`config.mk`:
```
export PLATFORM = sky130hd
export DESIGN_NAME = bus_arbiter
export DESIGN_NICKNAME = d
export VERILOG_FILES = /design/src/rtl/bus_arbiter.sv
export SDC_FILE = /design/constraint.sdc
export NUM_CORES = 1
export LEC_CHECK = 0
export CAP_MARGIN = 15
export CORE_AREA = 2 2 88 90
export CTS_BUF_LIST = sky130_fd_sc_hd__clkbuf_4 sky130_fd_sc_hd__clkbuf_8 sky130_fd_sc_hd__clkbuf_16
export CTS_CLUSTER_SIZE = 40
export DETAILED_ROUTE_END_ITERATION = 16
export DIE_AREA = 0 0 90 92
export DONT_BUFFER_PORTS = 1
export GPL_TIMING_DRIVEN = 1
export PLACE_DENSITY = 0.3
export SLEW_MARGIN = 20
export SYNTH_ARGS = -nofsm -noshare
export SYNTH_HDL_FRONTEND = slang
export SYNTH_SLANG_ARGS = --single-unit
```
`constraint.sdc`:
```
create_clock -name clk -period 4.1 [get_ports clk]
set_clock_uncertainty 0.1 [all_clocks]
set_input_delay 0.205 -clock clk [delete_from_list [all_inputs] [get_ports clk]]
set_output_delay 0.205 -clock clk [all_outputs]
set_load 0.02 [all_outputs]
```
`src/rtl/bus_arbiter.sv`:
```
// Two-master / two-slave shared-bus controller: grant FSM, owner-driven bus mux,
// address window decode and a registered read-data return path.
module bus_arbiter #(
    parameter logic [7:0] S0_BASE = 8'h00,
    parameter logic [7:0] S0_SIZE = 8'h20,
    parameter logic [7:0] S1_BASE = 8'h20,
    parameter logic [7:0] S1_SIZE = 8'h20
) (
    input  logic        clk,
    input  logic        reset_n,
    input  logic        M0_req,
    input  logic        M0_wr,
    input  logic [7:0]  M0_address,
    input  logic [31:0] M0_dout,
    input  logic        M1_req,
    input  logic        M1_wr,
    input  logic [7:0]  M1_address,
    input  logic [31:0] M1_dout,
    input  logic [31:0] S0_dout,
    input  logic [31:0] S1_dout,
    output logic        M0_grant,
    output logic        M1_grant,
    output logic [31:0] M_din,
    output logic        S0_sel,
    output logic        S1_sel,
    output logic [7:0]  S_address,
    output logic        S_wr,
    output logic [31:0] S_din
);

    typedef enum logic {
        M0_GRANT = 1'b0,
        M1_GRANT = 1'b1
    } state_e;

    state_e      state_q;
    state_e      state_d;
    logic [1:0]  sel_q;
    logic [1:0]  sel_d;
    logic        owner_req;
    logic        owner_wr;
    logic [7:0]  s0_offset;
    logic [7:0]  s1_offset;
    logic        s0_hit;
    logic        s1_hit;

    always_ff @(posedge clk or negedge reset_n) begin
        if (!reset_n) begin
            state_q <= M0_GRANT;
        end else begin
            state_q <= state_d;
        end
    end

    // M0 is the default owner and wins ties; M1 is never preempted.
    always_comb begin
        state_d = state_q;
        case (state_q)
            M0_GRANT: if (!M0_req && M1_req) state_d = M1_GRANT;
            M1_GRANT: if (!M1_req)           state_d = M0_GRANT;
            default:                         state_d = M0_GRANT;
        endcase
    end

    always_comb begin
        M0_grant = (state_q == M0_GRANT);
        M1_grant = (state_q == M1_GRANT);
    end

    always_comb begin
        if (state_q == M1_GRANT) begin
            owner_req = M1_req;
            owner_wr  = M1_wr;
            S_address = M1_address;
            S_din     = M1_dout;
        end else begin
            owner_req = M0_req;
            owner_wr  = M0_wr;
            S_address = M0_address;
            S_din     = M0_dout;
        end
        S_wr = owner_req & owner_wr;
    end

    // Offset compare handles windows that wrap past 8'hFF; S0 wins any overlap.
    always_comb begin
        s0_offset = S_address - S0_BASE;
        s1_offset = S_address - S1_BASE;
        s0_hit    = (s0_offset < S0_SIZE);
        s1_hit    = (s1_offset < S1_SIZE);
        S0_sel    = owner_req & s0_hit;
        S1_sel    = owner_req & s1_hit & ~s0_hit;
        sel_d     = {S1_sel, S0_sel};
    end

    // Select is delayed one cycle so it lines up with synchronous-read slave data.
    always_ff @(posedge clk or negedge reset_n) begin
        if (!reset_n) begin
            sel_q <= 2'b00;
        end else begin
            sel_q <= sel_d;
        end
    end

    always_comb begin
        if (sel_q[0]) begin
            M_din = S0_dout;
        end else if (sel_q[1]) begin
            M_din = S1_dout;
        end else begin
            M_din = 32'h0;
        end
    end

endmodule

```
==> results.txt <==
- Peak supply drop: 0.0746 mV
- Count of max-cap constraint violations: 0
- Critical setup path kind: reg2out
- In the final design database the tool counted 248 nets.
* CTS root buffer: sky130_fd_sc_hd__clkbuf_8
* Type of element capturing the critical path: output port
- Number of enable flip-flop cells after synthesis: 0
- Die Footprint: 8280 um2
- Netlist cell types: 18
- Global routing finished with a remaining overflow of 0.
- At the end of routability-driven placement, the weighted congestion stood at 0.752.
* ANT nets after route: 0
- Layout cell share with drive strength beyond 1: 51.0%
- The synthesized netlist devotes 1.29% of its cell area to adder and majority cells.
- Main combinational cell family by area after synthesis: multiplexers
* Total Power: 0.000299 W
- Leakage power of the design: 0.386 nW
* Master of the slowest instance on the critical path: sky130_fd_sc_hd__dfrtp_2
- Synth cell count leaders: sky130_fd_sc_hd__mux2_2 (38), sky130_fd_sc_hd__a22o_1 (31), sky130_fd_sc_hd__buf_2 (7), sky130_fd_sc_hd__clkbuf_1 (4)
- Avg Vias per Cell: 4.73
- The die is 92 um tall.
* R2r endpoint: sel_q[1]$_DFF_PN0_
- In the routed design, unresolved DRC markers number 0.
- Ranking of synthesized cells by area: sky130_fd_sc_hd__mux2_2 (44%), sky130_fd_sc_hd__a22o_1 (28%), sky130_fd_sc_hd__dfrtp_1 (7.7%)
* Buf/Inv on CP: 1
- Buffers inserted during clock tree synthesis total 3.
* Fin crit share: 68.5%
- Peak fanout along the critical path: 24
- Worst rel slew slack: 31.0%
- Across all setup checks in the final design, the least slack found is 1.29 ns.
- Maximum frequency from static timing analysis: 356 MHz
- CTS max path bufs: 2
- The share of the Yosys chip area taken by registers is 7.71%.
* Hold Path Sink: M1_grant$_DFF_PN0_
- Detail-routed net length per standard cell: 27.8 um
* Power per cell area: 264 nW/um2
- Depth of the most critical reg-to-reg path: 5
- Measured along the x axis, the die boundary spans 90 um.
- Count of synthesis-stage warnings from yosys: 0
- The count of buffers added on input and output ports is 0.
- Post-detail-place hpwl: 5.17 mm
- Largest net degree at the start of global routing: 35
- Final WL: 5.64 mm
- Count of boundary I/O pins: 227
- For the final routed database, the setup TNS stands at 0 ns.
- For the worst setup path, the data required time is 3.80 ns.
- Share of the synthesized netlist area taken by xor and xnor gates: 0.900%
* Clock Sink Count: 3
- For this run, the leading register cell type out of synthesis is sky130_fd_sc_hd__dfrtp_1.
- For the worst setup path, the data arrival time is 2.50 ns.
- Among cell families on the critical path, the largest total delay comes from flip-flops.
- First-pass GRT wire length: 6.96 mm
- Simple-gate portion of the synthesized area: 4.88%
- CTS built an H-tree with a depth of 1.
* Initial Util: 13.1%
* Share of async-settable or async-resettable flops after synthesis: 100%
* Slew at the pin closest to its max-slew limit: 1.03 ns
- For the finished layout, the period the worst path requires is 2.81 ns.
* Sequence of cells on the critical path: buf_4 -> mux2i_4 -> ha_1 -> xor2_1 -> nor4b_2
- The number of global-route vias before repair is 1017.
- The number of slew-limit violations in the final report was 0.
- Measured against the total synthesized area, the mux share comes to 47.8%.
- Setup violations remaining at the end of the flow were counted as 0.
- Number of instances on the worst hold path: 1
- Min-delay worst type: in2reg
- Setup Buffers After CTS: 0
- Clock latency at the later pin of the worst-skew pair: 0.21 ns
- Number of search-and-repair iterations in the first detailed-routing pass: 3
* Initial antenna violation count: 5
- The average instance in the mapped netlist occupies 9.64 um2.
* Largest area contributor in the netlist: sky130_fd_sc_hd__mux2_2
- Setup repair after global routing left no endpoint under its margin.
- Via count: 961
- The core region is 7450 um2.
* TritonCTS clock tree: done
- Aggregate global-route resource usage: 11.8%
- On the worst path, the slowest cell contributes a delay of 0.70 ns.
- Status: complete, no violations
* Mapped Cells: 101
- Worst Hold Margin: 0.0583 ns
- Mapped cell area: 973 um2
* Worst Hold Launch: M1_req
- The worst register-to-register path has a setup slack of 1.53 ns.
- sky130_fd_sc_hd__mux2_2 is the most common cell in the netlist.
- Total nets after synthesis: 252
* Number of rows created at floorplan: 32
* FF-to-FF Start: M1_grant$_DFF_PN0_
- Layout area overhead: 16.6%
- Setup slack at placement: 1.44 ns
- The synthesized netlist devotes 29.9% of its cell area to compound gates.
- Clock-pin slew was measured on the worst setup and hold paths at 0.03 ns.
- The detailed router finished its first iteration with 3 violations.
- Synthesis inferred 3 register bits.
* Share of the synthesized area in the top cell type: 44.0%
- Final Hold Viols: 0
- Critical path launch point type: flop
## what timing repair did
item	in CTS	in global routing
setup endpoints to repair	0	0
endpoints found under the hold margin	3	0
hold buffers	1	0
resized for setup	0	0
## kinds of logic after synthesis
family	Yosys count
buffers and inverters	15
adders and majority gates	1
DFF	3
xor gates and xnor gates	1
AOI/OAI and AO/OA	34
muxes	40
and+or+nand+nor	7
## sequential cells by signal, summed over array words and instances (netlist names)
signal and count:
sel_q 2, M1_grant 1
## stage by stage
stage	instances	area, um2	util, %
floorplan	101	973	-
global placement	193	1060	14.2
detailed placement	193	1060	14.2
global route	199	1120	15.1
CTS	198	1120	15.0
finish	203	1130	15.2
## where the power goes
part	switching, W	total [W]	internal, W	leakage, nW
combinational	0.000110	0.000166	0.0000556	0.321
clock	0.0000186	0.0000914	0.0000728	0.0262
sequential	0.0000102	0.0000417	0.0000314	0.0388
## worst max path at each step
stage	slack, ns	to	start	cells after the start
CTS	1.21	S1_sel	M1_grant$_DFF_PN0_	5
global placement	1.48	S1_sel	M1_grant$_DFF_PN0_	5
finish	1.29	S1_sel	M1_grant$_DFF_PN0_	5
detailed placement	1.44	S1_sel	M1_grant$_DFF_PN0_	5
floorplan	1.99	S0_sel	M1_grant$_DFF_PN0_	3
global route	1.10	S1_sel	M1_grant$_DFF_PN0_	5
## routing by layer
| layer | GRT usage, % | vias to the layer above | part of all wire, % |
|---|---|---|---|
| met5 | 0 | - | 0 |
| met4 | 5.64 | 0 | 2.8 |
| met3 | 5.92 | 10 | 15 |
| met2 | 19.2 | 134 | 46 |
| met1 | 12.7 | 419 | 36 |
| li1 | - | 398 | - |
## cell usage in the layout (no fill, tap or decap), types with 2 or more instances in the layout
| cell type | synthesis | routed |
|---|---|---|
| sky130_fd_sc_hd__a22o_1 | 31 | 31 |
| sky130_fd_sc_hd__nor2b_1 | 3 | 2 |
| sky130_fd_sc_hd__diode_2 | 0 | 5 |
| sky130_fd_sc_hd__dfrtp_1 | 3 | 2 |
| sky130_fd_sc_hd__mux2_2 | 38 | 38 |
| sky130_fd_sc_hd__inv_1 | 3 | 3 |
| sky130_fd_sc_hd__clkbuf_8 | 0 | 3 |
| sky130_fd_sc_hd__buf_4 | 0 | 2 |
| sky130_fd_sc_hd__nand2_1 | 2 | 2 |
## worst register-to-register path: stages (launching register included)
cell and delay [ns]:
sky130_fd_sc_hd__dfrtp_2 0.70, sky130_fd_sc_hd__buf_4 0.42, sky130_fd_sc_hd__mux2i_4 0.33, sky130_fd_sc_hd__ha_1 0.19
sky130_fd_sc_hd__xor2_1 0.07, sky130_fd_sc_hd__nor4b_2 0.59
## cell type report
class                   count  area (um2)
clock buffers               4        48.8
well taps                 102         128
inverters                   3        11.3
fillers                   843        6310
multi-input cells          83         833
diodes                      5        12.5
repair buffers              3        25.0
flip-flops and latches      3        76.3
Power figures use the tool's default switching activity.
